==> src/rtl/wb_pkg.sv <==
// Shared types and constants for the writeback register-file driver.
//   wb_state_e : write-port sequencer states
//   LB..LWU    : MEM-stage load funct3 codes
//   wb_entry_t : one pending register write {rd, data}
package wb_pkg;

  // Data width carried by wb_entry_t; reg_writeback's XLEN must match it.
  localparam int unsigned WB_XLEN = 64;

  typedef enum logic [1:0] {
    StIdle,
    StSetup,
    StStrobe
  } wb_state_e;

  localparam logic [2:0] LB  = 3'b000;
  localparam logic [2:0] LH  = 3'b001;
  localparam logic [2:0] LW  = 3'b010;
  localparam logic [2:0] LD  = 3'b011;
  localparam logic [2:0] LBU = 3'b100;
  localparam logic [2:0] LHU = 3'b101;
  localparam logic [2:0] LWU = 3'b110;

  typedef struct packed {
    logic [4:0]         rd;
    logic [WB_XLEN-1:0] data;
  } wb_entry_t;

endpackage

==> src/rtl/wb_fifo.sv <==
// Synchronous FIFO of pending register writes with asynchronous active-high reset.
// Ports:
//   clk, reset        : clock, async reset (empties the FIFO)
//   push, wdata       : enqueue (ignored when full)
//   pop, rdata        : dequeue / head entry (pop ignored when empty)
//   full, empty       : occupancy flags
//   ent_valid/ent_data: every entry in age order, index 0 = oldest
module wb_fifo #(
  parameter int unsigned DEPTH   = 4,
  parameter type         entry_t = logic
) (
  input  logic             clk,
  input  logic             reset,
  input  logic             push,
  input  entry_t           wdata,
  input  logic             pop,
  output entry_t           rdata,
  output logic             full,
  output logic             empty,
  output logic [DEPTH-1:0] ent_valid,
  output entry_t           ent_data [DEPTH]
);

  localparam int unsigned PtrW = $clog2(DEPTH);
  localparam int unsigned CntW = $clog2(DEPTH + 1);

  logic [PtrW-1:0] wr_ptr_q, rd_ptr_q;
  logic [CntW-1:0] count_q;
  entry_t          mem_q [DEPTH];
  logic            do_push, do_pop;

  assign full    = (count_q == CntW'(DEPTH));
  assign empty   = (count_q == '0);
  assign do_push = push && !full;
  assign do_pop  = pop && !empty;
  assign rdata   = mem_q[rd_ptr_q];

  // Pointers wrap for free because DEPTH is a power of two.
  always_ff @(posedge clk or posedge reset) begin
    if (reset) begin
      wr_ptr_q <= '0;
      rd_ptr_q <= '0;
      count_q  <= '0;
    end else begin
      if (do_push) wr_ptr_q <= wr_ptr_q + PtrW'(1);
      if (do_pop)  rd_ptr_q <= rd_ptr_q + PtrW'(1);
      count_q <= count_q + CntW'(do_push) - CntW'(do_pop);
    end
  end

  // Storage needs no reset: contents are only observed through ent_valid.
  always_ff @(posedge clk) begin
    if (do_push) mem_q[wr_ptr_q] <= wdata;
  end

  always_comb begin
    for (int k = 0; k < DEPTH; k++) begin
      ent_data[k]  = mem_q[rd_ptr_q + PtrW'(k)];
      ent_valid[k] = (CntW'(k) < count_q);
    end
  end

endmodule

==> src/rtl/reg_writeback.sv <==
// Writeback-side driver for the register file write port. Accepts retired MEM-stage results,
// extends load data, queues writes and sequences the port so address/data lead rf_wen by a cycle.
// Ports:
//   clk, reset                 : clock, async active-high reset
//   in_valid/in_ready          : MEM-stage handshake (in_ready = FIFO not full)
//   in_reg_write, in_rd        : write enable / destination (rd=0 or no-write is dropped)
//   in_mem_to_reg, in_funct3   : data source select and load extension code
//   in_alu_result, in_mem_data : candidate write data
//   rf_wen/rf_rd_addr/rf_write_data : register file write port
//   fwd_rsN_addr/hit/data      : forwarding lookup of not-yet-committed writes
module reg_writeback
  import wb_pkg::*;
#(
  parameter int unsigned XLEN  = 64,
  parameter int unsigned DEPTH = 4
) (
  input  logic            clk,
  input  logic            reset,
  input  logic            in_valid,
  output logic            in_ready,
  input  logic            in_reg_write,
  input  logic            in_mem_to_reg,
  input  logic [2:0]      in_funct3,
  input  logic [4:0]      in_rd,
  input  logic [XLEN-1:0] in_alu_result,
  input  logic [XLEN-1:0] in_mem_data,
  output logic            rf_wen,
  output logic [4:0]      rf_rd_addr,
  output logic [XLEN-1:0] rf_write_data,
  input  logic [4:0]      fwd_rs1_addr,
  input  logic [4:0]      fwd_rs2_addr,
  output logic            fwd_rs1_hit,
  output logic            fwd_rs2_hit,
  output logic [XLEN-1:0] fwd_rs1_data,
  output logic [XLEN-1:0] fwd_rs2_data
);

  typedef struct packed {
    logic            hit;
    logic [XLEN-1:0] data;
  } fwd_t;

  wb_state_e        state_q, state_d;
  wb_entry_t        hold_q, hold_d;
  logic             wen_q, wen_d;
  logic             fifo_push, fifo_pop, fifo_full, fifo_empty;
  wb_entry_t        fifo_wdata, fifo_head;
  logic [DEPTH-1:0] ent_valid;
  wb_entry_t        ent_data [DEPTH];
  logic [XLEN-1:0]  load_ext;
  fwd_t             fwd1, fwd2;

  assign in_ready  = !fifo_full;
  assign fifo_push = in_valid && in_ready && in_reg_write && (in_rd != 5'd0);

  always_comb begin
    load_ext = in_mem_data;
    case (in_funct3)
      LB:      load_ext = {{(XLEN-8){in_mem_data[7]}}, in_mem_data[7:0]};
      LH:      load_ext = {{(XLEN-16){in_mem_data[15]}}, in_mem_data[15:0]};
      LW:      load_ext = {{(XLEN-32){in_mem_data[31]}}, in_mem_data[31:0]};
      LBU:     load_ext = {{(XLEN-8){1'b0}}, in_mem_data[7:0]};
      LHU:     load_ext = {{(XLEN-16){1'b0}}, in_mem_data[15:0]};
      LWU:     load_ext = {{(XLEN-32){1'b0}}, in_mem_data[31:0]};
      default: load_ext = in_mem_data;  // LD and 3'b111 pass through
    endcase
  end

  assign fifo_wdata = '{rd: in_rd, data: in_mem_to_reg ? load_ext : in_alu_result};

  wb_fifo #(
    .DEPTH  (DEPTH),
    .entry_t(wb_entry_t)
  ) u_fifo (
    .clk      (clk),
    .reset    (reset),
    .push     (fifo_push),
    .wdata    (fifo_wdata),
    .pop      (fifo_pop),
    .rdata    (fifo_head),
    .full     (fifo_full),
    .empty    (fifo_empty),
    .ent_valid(ent_valid),
    .ent_data (ent_data)
  );

  always_comb begin
    state_d  = state_q;
    hold_d   = hold_q;
    wen_d    = 1'b0;
    fifo_pop = 1'b0;
    unique case (state_q)
      StIdle: begin
        if (!fifo_empty) begin
          fifo_pop = 1'b1;
          hold_d   = fifo_head;
          state_d  = StSetup;
        end
      end
      StSetup: begin
        wen_d   = 1'b1;
        state_d = StStrobe;
      end
      StStrobe: begin
        // Reload on the falling strobe edge to sustain one write every two cycles.
        if (!fifo_empty) begin
          fifo_pop = 1'b1;
          hold_d   = fifo_head;
          state_d  = StSetup;
        end else begin
          state_d = StIdle;
        end
      end
      default: state_d = StIdle;
    endcase
  end

  always_ff @(posedge clk or posedge reset) begin
    if (reset) begin
      state_q <= StIdle;
      hold_q  <= '0;
      wen_q   <= 1'b0;
    end else begin
      state_q <= state_d;
      hold_q  <= hold_d;
      wen_q   <= wen_d;
    end
  end

  assign rf_wen        = wen_q;
  assign rf_rd_addr    = hold_q.rd;
  assign rf_write_data = hold_q.data;

  // Oldest candidate first so the youngest match overwrites; the hold entry only counts
  // in SETUP because once strobed the register file already has it.
  function automatic fwd_t fwd_lookup(input logic [4:0] addr);
    fwd_t r;
    r = '0;
    if (addr != 5'd0) begin
      if (state_q == StSetup && hold_q.rd == addr) begin
        r.hit  = 1'b1;
        r.data = hold_q.data;
      end
      for (int k = 0; k < DEPTH; k++) begin
        if (ent_valid[k] && ent_data[k].rd == addr) begin
          r.hit  = 1'b1;
          r.data = ent_data[k].data;
        end
      end
    end
    return r;
  endfunction

  always_comb begin
    fwd1 = fwd_lookup(fwd_rs1_addr);
    fwd2 = fwd_lookup(fwd_rs2_addr);
  end

  assign fwd_rs1_hit  = fwd1.hit;
  assign fwd_rs1_data = fwd1.data;
  assign fwd_rs2_hit  = fwd2.hit;
  assign fwd_rs2_data = fwd2.data;

endmodule

==> config.mk <==
export PLATFORM = sky130hd
export DESIGN_NAME = reg_writeback
export DESIGN_NICKNAME = d
export VERILOG_FILES = /design/src/rtl/wb_pkg.sv /design/src/rtl/wb_fifo.sv /design/src/rtl/reg_writeback.sv
export SDC_FILE = /design/constraint.sdc
export NUM_CORES = 1
export LEC_CHECK = 0
export CELL_PAD_IN_SITES_DETAIL_PLACEMENT = 0
export CELL_PAD_IN_SITES_GLOBAL_PLACEMENT = 1
export CORE_MARGIN = 5
export CORE_UTILIZATION = 48
export CTS_BUF_LIST = sky130_fd_sc_hd__clkbuf_4
export CTS_CLUSTER_DIAMETER = 150
export DETAILED_ROUTE_END_ITERATION = 7
export PLACE_DENSITY_LB_ADDON = 0.25
export SLEW_MARGIN = 30
export SYNTH_ARGS = -nofsm -noshare
export SYNTH_HDL_FRONTEND = slang
export SYNTH_SLANG_ARGS = --single-unit
==> constraint.sdc <==
create_clock -name clk -period 8.1 [get_ports clk]
set_input_delay 1.62 -clock clk [delete_from_list [all_inputs] [get_ports clk]]
set_output_delay 1.62 -clock clk [all_outputs]
set_load 0.005 [all_outputs]
==> results of run 1 <==
## routing by layer
layer / share of wire / wire length [um] / global-route usage
met1: 0.38 / 35900 / 0.411
met2: 0.46 / 43100 / 0.506
met3: 0.12 / 11200 / 0.0829
met4: 0.046 / 4310 / 0.152
met5: 0 / 0 / 0
## synthesized netlist by cell type (73+ instances only)
| cell type | count | area [um^2] |
|---|---|---|
| a21oi_1 | 232 | 1160 |
| buf_2 | 73 | 365 |
| clkbuf_1 | 176 | 661 |
| dfrtp_1 | 79 | 1980 |
| edfxtp_1 | 276 | 8290 |
| mux2_2 | 107 | 1200 |
| mux2i_1 | 101 | 1010 |
| mux4_2 | 76 | 1710 |
| nand2_1 | 215 | 807 |
| nand3_1 | 119 | 596 |
| nor2_1 | 275 | 1030 |
| nor4_1 | 103 | 644 |
| o21ai_0 | 159 | 796 |
| o31ai_1 | 114 | 856 |
## worst paths after layout
check                                          startpoint                             end  cells past startpoint
max                        u_fifo.rd_ptr_q[0]$_DFFE_PP0P_                fwd_rs1_data[55]                      9
min                                state_q[1]$_DFFE_PP0P_          state_q[1]$_DFFE_PP0P_                      1
max reg2reg                   u_fifo.count_q[1]$_DFF_PP0_   u_fifo.mem_q[2][66]$_DFFE_PP_                      6
min reg2reg                        state_q[1]$_DFFE_PP0P_          state_q[1]$_DFFE_PP0P_                      1
max in group asynchronous                           reset  u_fifo.rd_ptr_q[0]$_DFFE_PP0P_                      3
min in group asynchronous                           reset   rf_write_data[58]$_DFFE_PP0P_                      2
## metrics by stage
stage          area [um^2]   util
3_5_place_dp         28600  0.557
3_3_place_gp         28600  0.556
2_1_floorplan        25000      -
4_1_cts              29900  0.581
5_1_grt              29900  0.582
6_report             29900  0.582
## cell type report
cell class	count	area, um^2	share of cell area
diodes	1	2.50	0.0000836
clock buffers	140	1050	0.0351
clock inverters	36	179	0.00598
inverters	62	243	0.00811
multi-input cells	1911	13300	0.443
flip-flops and latches	355	10300	0.343
well taps	680	851	0.0284
repair buffers	405	4080	0.136
## logic make-up (layout without fill, tap and decap cells)
kind of cell             count (synthesis)  count (layout)  share of synthesized area
AO/OA/AOI/OAI                          722             722                      0.187
XOR/XNOR                                54              54                     0.0189
adder cells (fa/ha/maj)                  9               9                    0.00481
buffers and inverters                  359             643                     0.0629
flip-flops                             355             355                      0.411
multiplexers                           284             284                      0.157
other                                    0               1                          0
AND/OR/NAND/NOR                        842             842                      0.157
## flip-flops by register name, summed over array words and instances, names as in the netlist
signal           count
u_fifo.mem_q       276
rf_write_data       64
rf_rd_addr           5
u_fifo.count_q       3
state_q              2
u_fifo.rd_ptr_q      2
u_fifo.wr_ptr_q      2
rf_wen               1
## critical path, delay by kind of cell (launching register included)
family,cells,cell delay (ps)
flops,1,970
mux,1,660
simple gates,2,1060
compound gates,2,660
xor+xnor,1,190
buf+inv,3,1410
## power groups by stage
stage | Sequential, mW | Clock [mW] | Combinational (mW)
finish | 2.77 | 1.63 | 6.50
detailed placement | 2.79 | 0 | 6.34
CTS | 2.76 | 1.66 | 6.36
global route | 2.81 | 1.77 | 6.94
global placement | 2.77 | 0 | 6.20
floorplan | 2.63 | 0 | 3.99
==> results.tsv, run 1 <==
stage	metric	value	unit
cts	PostCTS Resize Cnt	0	
cts	clk buf depth	3	
job	number of max-cap violations	0	
worst_setup_path	critical path class	reg2out	
routing	Post-DRT Antenna Nets	0	
finish	commonest cells after routing, fill and taps aside	clkdlybuf4s50_1, edfxtp_1, nor2_1, a21oi_1, nand2_1	
grt	antenna violations before repair	2	
routing	Routed WL	94500	um
floorplanning	Chip Width	238	um
sta	Fin Setup TNS	0	ps
status	status	finished clean	
floorplanning	Die Area	56700	um^2
power	switching share of power	0.460	
worst_setup_path	CP max stage cell	dfrtp_4	
placement	DP Cell Count	3410	
floorplanning	Initial Util	0.486	
floorplanning	row count	83	
routing	First DRT Iteration DRCs	3234	
sta	Slew @ Worst Pin	1060	ps
worst_setup_path	CP Data Arrival Time	5840	ps
sta	crit share post-route	0.921	
sta	skew final	24.6	ps
worst_setup_path	reg2reg setup slack	4760	ps
logic_synthesis	Post-Syn Nets	2785	
routing	total number of vias	24314	
finish	Fillers	4429	
sta	Achievable Freq	134	MHz
cts	CTS sink cnt	355	
power	Leak	10.3	nW
logic_synthesis	post-synthesis register bit count	355	
logic_synthesis	Post-synth EDFFs	276	
sta	relative slew slack	0.294	
cts	H-tree levels	3	
sta	hold_ws	434	ps
floorplanning	IO Pins	352	
placement	hpwl dp	55300	um
worst_setup_path	worst-path cell chain	mux4_2, xor2_1, nor4_4, buf_4, and2_2, buf_4, o311ai_1, a211oi_1, clkdlybuf4s50_1	
finish	share of post-route cells with drive strength above 1	0.149	
power	Comb power frac	0.596	
logic_synthesis	sequential area share after synthesis	0.411	
logic_synthesis	predominant post-synthesis flop cell	edfxtp_1	
grt	grt ovf	0	
grt	first-pass GRT wire length	141000	um
finish	fin cells	3590	
placement	number of buffers inserted by port buffering	351	
sta	RSZ-0062 raised after global routing	false	
logic_synthesis	syn avg cell area	9.51	um^2
placement	routability-driven placement congestion ratio	0.904	
logic_synthesis	Async SR Flop Fraction	0.223	
worst_setup_path	CP max stage delay	970	ps
worst_setup_path	CP Launch Type	flip-flop	
power	total power	10.9	mW
worst_setup_path	Crit. End Element	output pin	
logic_synthesis	Mapped Area	25000	um^2
logic_synthesis	Ys Warns	0	
sta	Final Hold Viols	0	
worst_setup_path	Crit Path Max Fanout	56	
worst_setup_path	CP dominant cell by count	buf_4	
sta	final setup vio count	0	
grt	vias in the first global route	23718	
power	clock share of power	0.150	
finish	area grow syn2layout	19.9	%
placement	pre-CTS WS	1050	ps
sta	Slew Viols, Final	0	
finish	Net count, final	2990	
worst_setup_path	CP Data Required Time	6480	ps
cts	number of buffers created by CTS	95	
finish	most common cell after layout, fill and taps aside	clkdlybuf4s50_1	
sta	final critical-path setup slack	638	ps
routing	Via-to-Cell Ratio	6.77	
worst_hold_path	worst min path class	reg2reg	
logic_synthesis	Synth cell types	47	
routing	DRC	0	
logic_synthesis	Syn Inst Count	2625	
cts	Clock Tree Root	clkbuf_4	
power	internal power	5.88	mW
power	P_sw	5.02	mW
sta	final worst path period need	7460	ps
power	sequential power share	0.254	
cts	worst skew pair latency	850	ps
power	maximum vdd drop	0.000302	V
floorplanning	Die H	238	um
routing	Initial DRT Pass Iterations	8	
grt	gr usage total	0.319	
grt	largest net degree at the start of global routing	170	
floorplanning	core area	51400	um^2
cts	CTS tree	built	
cts	CTS clk-pin slew, worst paths	60	ps
cts	setup bufs post-CTS	0	
cts	Post-CTS Hold Buffers	0	
routing	WL/cell	26.3	um
power	pwr/cell area	364	nW/um^2
Power figures use the tool's default switching activity.
==> inputs of run 2 (changes only) <==
Settings changed: CORE_UTILIZATION 48 to 44, CTS_BUF_LIST sky130_fd_sc_hd__clkbuf_4 to sky130_fd_sc_hd__clkbuf_8, CTS_CLUSTER_SIZE set to 28.
Clock period 8.1 ns to 7.7 ns, I/O delays scaled along.
==> results.tsv, run 2 (synthesis results as in run 1) <==
stage	metric	value	unit	change
cts	PostCTS Resize Cnt	0		unchanged
cts	worst skew pair latency	650	ps	-200 ps
placement	number of buffers inserted by port buffering	351		unchanged
worst_setup_path	CP Data Arrival Time	5110	ps	-730 ps
cts	CTS clk-pin slew, worst paths	190	ps	+130 ps
worst_setup_path	CP dominant cell by count	buf_4		
cts	CTS tree	built		
finish	post-layout util	0.517		-0.0653
routing	Initial DRT Pass Iterations	6		-2
cts	Clock Tree Root	clkbuf_8		
sta	Achievable Freq	150	MHz	
floorplanning	Chip Width	248	um	+4.3%
finish	most common cell after layout, fill and taps aside	clkdlybuf4s50_1		
routing	First DRT Iteration DRCs	3012		-6.9%
worst_setup_path	critical path class	reg2out		
job	number of max-cap violations	0		unchanged
finish	Top reg by flops	u_fifo.mem_q		
worst_setup_path	Crit Path Max Fanout	81		+45%
worst_setup_path	CP max stage cell	dfrtp_4		
sta	Final Hold Viols	0		unchanged
power	total power	10.6	mW	-2.8%
finish	commonest cells after routing, fill and taps aside	clkdlybuf4s50_1, edfxtp_1, nor2_1, a21oi_1, nand2_1		
worst_setup_path	CP Launch Type	flip-flop		
routing	DRC	0		unchanged
routing	WL/cell	27.0	um	+2.4%
power	maximum vdd drop	0.000334	V	+11%
grt	antenna violations before repair	1		-1
status	status	finished clean		
sta	final setup vio count	0		unchanged
routing	Post-DRT Antenna Nets	0		unchanged
floorplanning	Initial Util	0.444		-0.0420
finish	Net count, final	2915		-2.5%
sta	crit share post-route	0.864		
finish	area grow syn2layout	16.6	%	
cts	clk buf depth	3		unchanged
routing	Routed WL	94900	um	+0.46%
finish	max FFs per register	276		unchanged
sta	Fin Setup TNS	0	ps	unchanged
sta	Slew @ Worst Pin	1040	ps	-14.0 ps
sta	RSZ-0062 raised after global routing	false		
floorplanning	IO Pins	352		unchanged
sta	skew final	60.3	ps	+35.7 ps
cts	Post-CTS Hold Buffers	0		unchanged
worst_setup_path	Buffers & Inverters on Critical Path	3		unchanged
floorplanning	Die Area	61600	um^2	+8.7%
grt	largest net degree at the start of global routing	139		-18%
floorplanning	core area	56300	um^2	+9.5%
worst_setup_path	reg2reg setup slack	4270	ps	-490 ps
placement	hpwl dp	58100	um	+5.2%
sta	Slew Viols, Final	0		unchanged
routing	total number of vias	23620		-2.9%
power	Leak	9.76	nW	-5.3%
worst_setup_path	Crit path max-delay family	buffers and inverters		
cts	H-tree levels	1		-2
finish	share of post-route cells with drive strength above 1	0.108		-0.0407
worst_setup_path	CP max stage delay	860	ps	-110 ps
grt	vias in the first global route	22988		-3.1%
worst_setup_path	worst-path cell chain	buf_4, buf_4, mux4_2, and3_1, o311ai_0, a211oi_1, clkdlybuf4s50_1		
worst_setup_path	Crit. End Element	output pin		
cts	setup bufs post-CTS	0		unchanged
cts	number of buffers created by CTS	16		-83%
sta	relative slew slack	0.304		+0.00934
floorplanning	Die H	248	um	+4.3%
routing	Via-to-Cell Ratio	6.71		-0.98%
floorplanning	row count	87		+4.8%
sta	final worst path period need	6650	ps	
power	pwr/cell area	364	nW/um^2	about the same
worst_setup_path	CP Data Required Time	6160	ps	-320 ps
grt	first-pass GRT wire length	140000	um	-0.65%
grt	grt ovf	0		unchanged
placement	routability-driven placement congestion ratio	0.893		-1.2%
cts	CTS sink cnt	355		unchanged
worst_hold_path	worst min path class	reg2reg		
grt	gr usage total	0.293		-0.0259
## run 2: cell count changes in the layout (fill, tap and decap cells not counted), moves of 2 or more
cell	before	now
inv_2	2	0
clkinv_2	14	0
inv_1	60	70
clkbuf_8	1	17
clkinv_1	19	0
buf_4	39	45
clkbuf_4	140	0
## run 2: final cells by class
| cell class | instances | area (um^2) |
|---|---|---|
| inverters | 62 | 243 |
| multi-input cells | 1911 | 13300 |
| repair buffers | 409 | 4090 |
| flip-flops and latches | 355 | 10300 |
| diodes | 1 | 2.50 |
| clock buffers | 17 | 234 |
| fillers | 5049 | 27200 |
| well taps | 756 | 946 |
| clock inverters | 11 | 48.8 |
## run 2: worst paths after layout
| check | from | depth (start not counted) | to |
|---|---|---|---|
| max in group asynchronous | reset | 3 | u_fifo.rd_ptr_q[1]$_DFFE_PP0P_ |
| worst min-delay path | state_q[1]$_DFFE_PP0P_ | 1 | state_q[1]$_DFFE_PP0P_ |
| worst max register to register | u_fifo.rd_ptr_q[1]$_DFFE_PP0P_ | 6 | rf_write_data[27]$_DFFE_PP0P_ |
| worst max-delay path | u_fifo.rd_ptr_q[0]$_DFFE_PP0P_ | 7 | fwd_rs1_data[23] |
| worst min register to register | state_q[1]$_DFFE_PP0P_ | 1 | state_q[1]$_DFFE_PP0P_ |
| min in group asynchronous | reset | 2 | rf_rd_addr[2]$_DFFE_PP0P_ |
## run 2: power breakdown
part | leakage, nW | switching [mW] | total [mW] | internal, mW
registers | 3.45 | 0.459 | 2.94 | 2.48
clock network | 0.182 | 0.608 | 0.821 | 0.212
logic | 6.12 | 4.02 | 6.84 | 2.82
total | 9.76 | 5.09 | 10.6 | 5.51
## run 2: metal layers
metal	vias to the layer above	track usage	part of all wire
met4	0	0.119	0.042
met2	1642	0.487	0.47
met5	-	0.00159	0
met1	11437	0.378	0.38
li1	10260	-	-
met3	281	0.0577	0.11
## run 2: through the flow
stage | worst slack, ps | cells | instance area, um^2 | hold WS, ps
finish | 1050 | 3522 | 29100 | 443
global route | 792 | 3522 | 29100 | 496
CTS | 938 | 3520 | 29100 | 443
detailed placement | 1160 | 3492 | 28800 | 420
global placement | 1180 | 3492 | 28800 | 417
floorplan | 2760 | 2625 | 25000 | 403
